$ cat config.mk
export PLATFORM = sky130hd
export DESIGN_NAME = pc_fetch_unit
export DESIGN_NICKNAME = d
export VERILOG_FILES = /design/src/rtl/cpu_pkg.sv /design/src/rtl/branch_eval.sv /design/src/rtl/pc_fetch_unit.sv
export SDC_FILE = /design/constraint.sdc
export NUM_CORES = 1
export LEC_CHECK = 0
export BUFFER_PORTS_ARGS = -buffer_cell sky130_fd_sc_hd__buf_2
export CORE_MARGIN = 4
export CORE_UTILIZATION = 48
export CTS_CLUSTER_DIAMETER = 30
export DETAILED_ROUTE_END_ITERATION = 10
export PLACE_DENSITY = 0.81
export SYNTH_ARGS = -nofsm -noshare
export SYNTH_HDL_FRONTEND = slang
export SYNTH_HIERARCHICAL = 1
export SYNTH_SLANG_ARGS = --single-unit
$ cat constraint.sdc
create_clock -name clk -period 2.2 [get_ports clk]
set_input_delay 0.44 -clock clk [delete_from_list [all_inputs] [get_ports clk]]
set_output_delay 0.44 -clock clk [all_outputs]
set_load 0.01 [all_outputs]
$ cat src/rtl/cpu_pkg.sv
// Shared CPU definitions: PC-select and branch-condition codes, opcodes,
// IR field positions and the fetch-unit state encoding.
package cpu_pkg;

    localparam logic [1:0] PS_HOLD      = 2'd0;
    localparam logic [1:0] PS_INCREMENT = 2'd1;
    localparam logic [1:0] PS_REL_JUMP  = 2'd2;
    localparam logic [1:0] PS_ABS_JUMP  = 2'd3;

    localparam logic [1:0] BC_ZERO     = 2'd0;
    localparam logic [1:0] BC_NZERO    = 2'd1;
    localparam logic [1:0] BC_NEGATIVE = 2'd2;
    localparam logic [1:0] BC_ALWAYS   = 2'd3;

    localparam logic [3:0] OP_NOP  = 4'h0;
    localparam logic [3:0] OP_ADD  = 4'h1;
    localparam logic [3:0] OP_SUB  = 4'h2;
    localparam logic [3:0] OP_AND  = 4'h3;
    localparam logic [3:0] OP_OR   = 4'h4;
    localparam logic [3:0] OP_LW   = 4'h5;
    localparam logic [3:0] OP_SW   = 4'h6;
    localparam logic [3:0] OP_ADDI = 4'h7;
    localparam logic [3:0] OP_LI   = 4'h8;
    localparam logic [3:0] OP_BEQ  = 4'h9;
    localparam logic [3:0] OP_BNE  = 4'hA;
    localparam logic [3:0] OP_BLT  = 4'hB;
    localparam logic [3:0] OP_J    = 4'hC;
    localparam logic [3:0] OP_JR   = 4'hD;
    localparam logic [3:0] OP_JAL  = 4'hE;
    localparam logic [3:0] OP_HALT = 4'hF;

    localparam int unsigned OPC_MSB = 15;
    localparam int unsigned OPC_LSB = 12;
    localparam int unsigned RD_MSB  = 11;
    localparam int unsigned RD_LSB  = 8;
    localparam int unsigned RS_MSB  = 7;
    localparam int unsigned RS_LSB  = 4;
    localparam int unsigned RT_MSB  = 3;
    localparam int unsigned RT_LSB  = 0;
    localparam int unsigned IMM_MSB = 7;
    localparam int unsigned IMM_LSB = 0;

    typedef enum logic [1:0] {
        FS_RUN      = 2'd0,
        FS_WAIT_MEM = 2'd1,
        FS_HALT     = 2'd2
    } fetch_state_e;

endpackage

$ cat src/rtl/branch_eval.sv
// Branch condition evaluator. The NEGATIVE condition is honoured only when
// PC_FETCH_NEG_BRANCH_EN is defined; otherwise it is never taken.
module branch_eval
    import cpu_pkg::*;
(
    input  logic [1:0] bc,
    input  logic       zero,
    input  logic       negative,
    output logic       taken
);

`ifndef PC_FETCH_NEG_BRANCH_EN
    logic unused_negative;
    assign unused_negative = negative;
`endif

    always_comb begin
        taken = 1'b0;
        case (bc)
            BC_ZERO:     taken = zero;
            BC_NZERO:    taken = ~zero;
`ifdef PC_FETCH_NEG_BRANCH_EN
            BC_NEGATIVE: taken = negative;
`else
            BC_NEGATIVE: taken = 1'b0;
`endif
            BC_ALWAYS:   taken = 1'b1;
            default:     taken = 1'b0;
        endcase
    end

endmodule

$ cat src/rtl/pc_fetch_unit.sv
// Program counter / instruction register owner with req/ready instruction fetch.
// Optional macro PC_FETCH_NEG_BRANCH_EN enables the NEGATIVE branch condition.
module pc_fetch_unit
    import cpu_pkg::*;
#(
    parameter int unsigned           PC_WIDTH    = 8,
    parameter int unsigned           INSTR_WIDTH = 16,
    parameter logic [PC_WIDTH-1:0]   RESET_PC    = '0
) (
    input  logic                   clk,
    input  logic                   reset,
    input  logic [1:0]             ps,
    input  logic [1:0]             bc,
    input  logic                   il,
    input  logic                   eoe,
    input  logic                   zero,
    input  logic                   negative,
    input  logic [PC_WIDTH-1:0]    abs_target,
    output logic                   imem_req,
    output logic [PC_WIDTH-1:0]    imem_addr,
    input  logic [INSTR_WIDTH-1:0] imem_rdata,
    input  logic                   imem_ready,
    output logic [3:0]             opcode,
    output logic [3:0]             rd,
    output logic [3:0]             rs,
    output logic [3:0]             rt,
    output logic [7:0]             imm,
    output logic [PC_WIDTH-1:0]    pc,
    output logic                   stall,
    output logic                   halted
);

    fetch_state_e           state_q, state_d;
    logic [PC_WIDTH-1:0]    pc_q, pc_d;
    logic [INSTR_WIDTH-1:0] ir_q, ir_d;
    logic [PC_WIDTH-1:0]    pc_next;
    logic [PC_WIDTH-1:0]    rel_off;
    logic                   taken;

    branch_eval u_branch_eval (
        .bc       (bc),
        .zero     (zero),
        .negative (negative),
        .taken    (taken)
    );

    assign rel_off = PC_WIDTH'($signed(ir_q[IMM_MSB:IMM_LSB]));

    always_comb begin
        pc_next = pc_q;
        case (ps)
            PS_HOLD:      pc_next = pc_q;
            PS_INCREMENT: pc_next = pc_q + PC_WIDTH'(1);
            PS_REL_JUMP:  pc_next = taken ? (pc_q + rel_off) : (pc_q + PC_WIDTH'(1));
            PS_ABS_JUMP:  pc_next = abs_target;
            default:      pc_next = pc_q;
        endcase
    end

    always_comb begin
        state_d = state_q;
        pc_d    = pc_q;
        ir_d    = ir_q;
        case (state_q)
            FS_RUN: begin
                if (eoe) begin
                    state_d = FS_HALT;
                end else if (il && !imem_ready) begin
                    // PC is held on a missed fetch so imem_addr stays stable through WAIT_MEM.
                    state_d = FS_WAIT_MEM;
                end else begin
                    if (il) ir_d = imem_rdata;
                    pc_d = pc_next;
                end
            end
            FS_WAIT_MEM: begin
                if (eoe) begin
                    state_d = FS_HALT;
                end else if (imem_ready) begin
                    ir_d    = imem_rdata;
                    state_d = FS_RUN;
                end
            end
            FS_HALT: state_d = FS_HALT;
            default: state_d = FS_RUN;
        endcase
    end

    always_ff @(posedge clk) begin
        if (reset) begin
            state_q <= FS_RUN;
            pc_q    <= RESET_PC;
            ir_q    <= '0;
        end else begin
            state_q <= state_d;
            pc_q    <= pc_d;
            ir_q    <= ir_d;
        end
    end

    assign imem_req  = ((state_q == FS_RUN) && il) || (state_q == FS_WAIT_MEM);
    assign imem_addr = pc_q;
    assign stall     = (state_q == FS_WAIT_MEM);
    assign halted    = (state_q == FS_HALT);
    assign pc        = pc_q;
    assign opcode    = ir_q[OPC_MSB:OPC_LSB];
    assign rd        = ir_q[RD_MSB:RD_LSB];
    assign rs        = ir_q[RS_MSB:RS_LSB];
    assign rt        = ir_q[RT_MSB:RT_LSB];
    assign imm       = ir_q[IMM_MSB:IMM_LSB];

endmodule

==> impl_metrics.yaml <==
timing:
  clock_skew_ns: 0.00959
  max_slew_margin_pct: 63.4
  fin_tns_setup_ns: 0
  max_freq_mhz: 481
  min_period_ns: 2.08
  fin_crit_sh_pct: 94.4
  drv_slew: 0
  tightest_slew_ns: 0.549
  grt_setup_unrepaired: "no"
  setup_violations: 0
  hold_viol_final: 0
power_and_ir_drop:
  p_leak_nw: 1.19
  netSwitchingPower_uw: 350
  peakVddDrop_v: 0.000447
  p_comb_share_pct: 25.3
  sw_frac_of_total_pct: 28.4
  powerDensity_mw_per_mm2: 547
  clkPwrFrac_pct: 32.9
  p_seq_share_pct: 41.8
  p_int_uw: 880
global_routing:
  antenna_found_initial: 0
  grt_pass1_wl_um: 7210
  overflow: 0
  grt_pass1_vias: 1578
  grt_max_degree: 29
  grt_util_all_layers_pct: 18.2
hold_path:
  whs_path_depth: 2
  hp-class: "in -> reg"
  min_to: "state_q[0]$_SDFFE_PP0P_"
  hold_start: "imem_ready"
synth:
  synth_area_mm2: 0.00180
  ys_top_cells_by_area: "dfxtp_1, mux2i_1, buf_4"
  synth_flop_cell: "dfxtp_1"
  synth_edf_count: 0
  syn_nets: 258
  synth_warnings: 6
  syn_avg_cell_area_um2: 8.40
  post-synth-top-area-cell: "dfxtp_1"
  ys_seq_area_share_pct: 29.0
  synth-seq-cells: 26
  synthCells: 214
  synthArstFlopShare_pct: 0
  yosysTopAreaCellShare_pct: 29.0
  ys_types: 48
layout:
  drive_gt1_share_pct: 37.4
  layoutNonFillerInstCount: 327
  final_util_pct: 64.9
  syn2layout_area_growth_pct: 25.2
  diodes: 0
  nNetsFinal: 326
cts:
  htreeDepth: 1
  cts_hold_buffers: 0
  clk_pin_slew_worst_paths_ns: 0.10
  clk_latency_ns: 0.28
  postCtsSetupRepairBufs: 0
  numCtsBuffers: 3
  cts_sinks: 26
  tritoncts: "built"
  clk_path_buf_depth: 2
  clockRootBuffer: "clkbuf_8"
detailed_routing:
  vias_per_cell: 5.45
  vias: 1781
  ant_nets: 0
  drt_iter0_drc: 136
  wl_per_cell_um: 14.1
  drc: 0
  wl_um: 4610
  dr.pass1.iters: 4
critical_path:
  r2r_start: "ir_q[2]$_SDFFE_PP0P_"
  critPathCaptureType: "register"
  path_class: "reg -> reg"
  r2r_slack_ns: 0.12
  critPathTopFamily: "simple AND/OR/NAND/NOR gates"
  cp_slowest_stage_delay_ns: 0.68
  arrival_ns: 2.26
  worstPathMaxFanout: 4
  startpoint_type: "register"
  worst-r2r-cell-count: 6
  worstPathBufferInverterCount: 0
  worstReg2RegEnd: "imem_addr[7]$_SDFFE_PP0P_"
  cp.required_ns: 2.38
  crit_chain: "ha_1 > o21ai_0 > or4b_2 > a31o_2 > a31oi_1 > o21ai_1"
  crit_slowest_cell: "or4b_2"
floorplanning:
  core_mm2: 0.00347
  ioPinCount: 78
  die_h_um: 69.2
  rows: 21
  die_w_um: 69.2
  dieArea_mm2: 0.00479
  initial_core_util_pct: 51.8
placed_design:
  io_buffers: 76
  gp_congestion: 0.866
  dpl.cell_count: 323
  dp_hpwl_um: 3560
run_status:
  status: "finished clean"
run:
  maxCapViolations: 0
metrics by stage:
| stage | total power [mW] | setup WS [ns] | hold WS [ns] | cell area, um2 |
|---|---|---|---|---|
| 4_1_cts | 1.24 | 0.112 | 0.342 | 2240 |
| 3_5_place_dp | 0.831 | 0.152 | 0.485 | 2160 |
| 2_1_floorplan | 0.727 | 0.164 | 0.503 | 1800 |
| 6_report | 1.23 | 0.122 | 0.355 | 2250 |
| 3_3_place_gp | 0.824 | 0.192 | 0.470 | 2160 |
| 5_1_grt | 1.29 | 0.00217 | 0.342 | 2250 |
what timing repair did:
action | 4_1_cts | 5_1_grt
hold endpoints to repair | 0 | 0
setup endpoints to repair | 0 | 2
gates resized for setup | 0 | 3
how the worst max path moves through the flow:
stage                              startpoint                        end  cells past startpoint
global placement         ir_q[2]$_SDFFE_PP0P_  imem_addr[7]$_SDFFE_PP0P_                      6
global route             ir_q[0]$_SDFFE_PP0P_  imem_addr[6]$_SDFFE_PP0P_                      8
finish                   ir_q[2]$_SDFFE_PP0P_  imem_addr[7]$_SDFFE_PP0P_                      6
floorplan           imem_addr[2]$_SDFFE_PP0P_  imem_addr[7]$_SDFFE_PP0P_                      6
detailed placement       ir_q[0]$_SDFFE_PP0P_  imem_addr[2]$_SDFFE_PP0P_                      8
CTS                      ir_q[0]$_SDFFE_PP0P_  imem_addr[2]$_SDFFE_PP0P_                      8
routing by layer:
| layer | GRT usage (%) | wire, um | vias up |
|---|---|---|---|
| li1 | - | - | 883 |
| met2 | 30.7 | 2200 | 77 |
| met4 | 6.94 | 109 | 0 |
| met5 | 0 | 0 | - |
| met3 | 4.35 | 347 | 11 |
| met1 | 22.4 | 1950 | 810 |
flip-flops by register name, summed over array words and instances, names as in the netlist:
signal     flops
imem_addr      8
ir_q          16
state_q        2
layout by cell type, fill, tap and decap left out, drive strengths merged, types with 2 or more instances in the layout:
cell type	count
clkbuf	3
a22o	2
mux2i	18
o311ai	3
nor3	5
nor2b	3
nor2	29
dfxtp	26
nand3	9
a311o	2
xor2	3
nand4	2
a21oi	10
ha	8
nand2b	4
a21o	3
buf	87
inv	9
o31a	2
nand2	9
a211oi	8
or3	2
xnor2	6
o21ai	11
cell families after synthesis:
group	after synthesis	synth area share (%)
simple gates	70	20.1
compound gates	48	18.5
buf+inv	33	10.4
flops	26	29.0
mux	19	10.7
xor+xnor	9	4.81
fa+ha+maj	9	6.69
synthesized netlist by cell type, types with 2 or more instances:
cell	instances
o21ai_0	10
nor2_1	29
xor2_1	3
dfxtp_1	26
o31a_2	2
nor2b_1	3
a211oi_1	7
nor3_1	5
buf_4	16
ha_1	8
a21o_1	3
a21oi_1	10
mux2i_1	18
buf_2	2
nand2_1	9
nand2b_1	3
nand3_1	9
xnor2_1	5
o311ai_0	3
inv_1	9
clkbuf_1	5
a22o_1	2
a311o_1	2
area by class of cell:
type | instances | area, um2
fill | 329 | 1220
clock inverter | 1 | 30.0
sequential | 26 | 520
tap | 46 | 57.6
multi-input combinational | 155 | 1100
inverter | 9 | 33.8
timing repair buffer | 87 | 463
clock buffer | 3 | 41.3
power by group through the flow:
stage | logic, mW | clock network, mW | registers [mW]
finish | 0.311 | 0.405 | 0.514
global route | 0.340 | 0.435 | 0.518
CTS | 0.308 | 0.418 | 0.514
detailed placement | 0.306 | 0 | 0.525
global placement | 0.300 | 0 | 0.524
floorplan | 0.185 | 0 | 0.542
(Power assumes the default switching activity.)
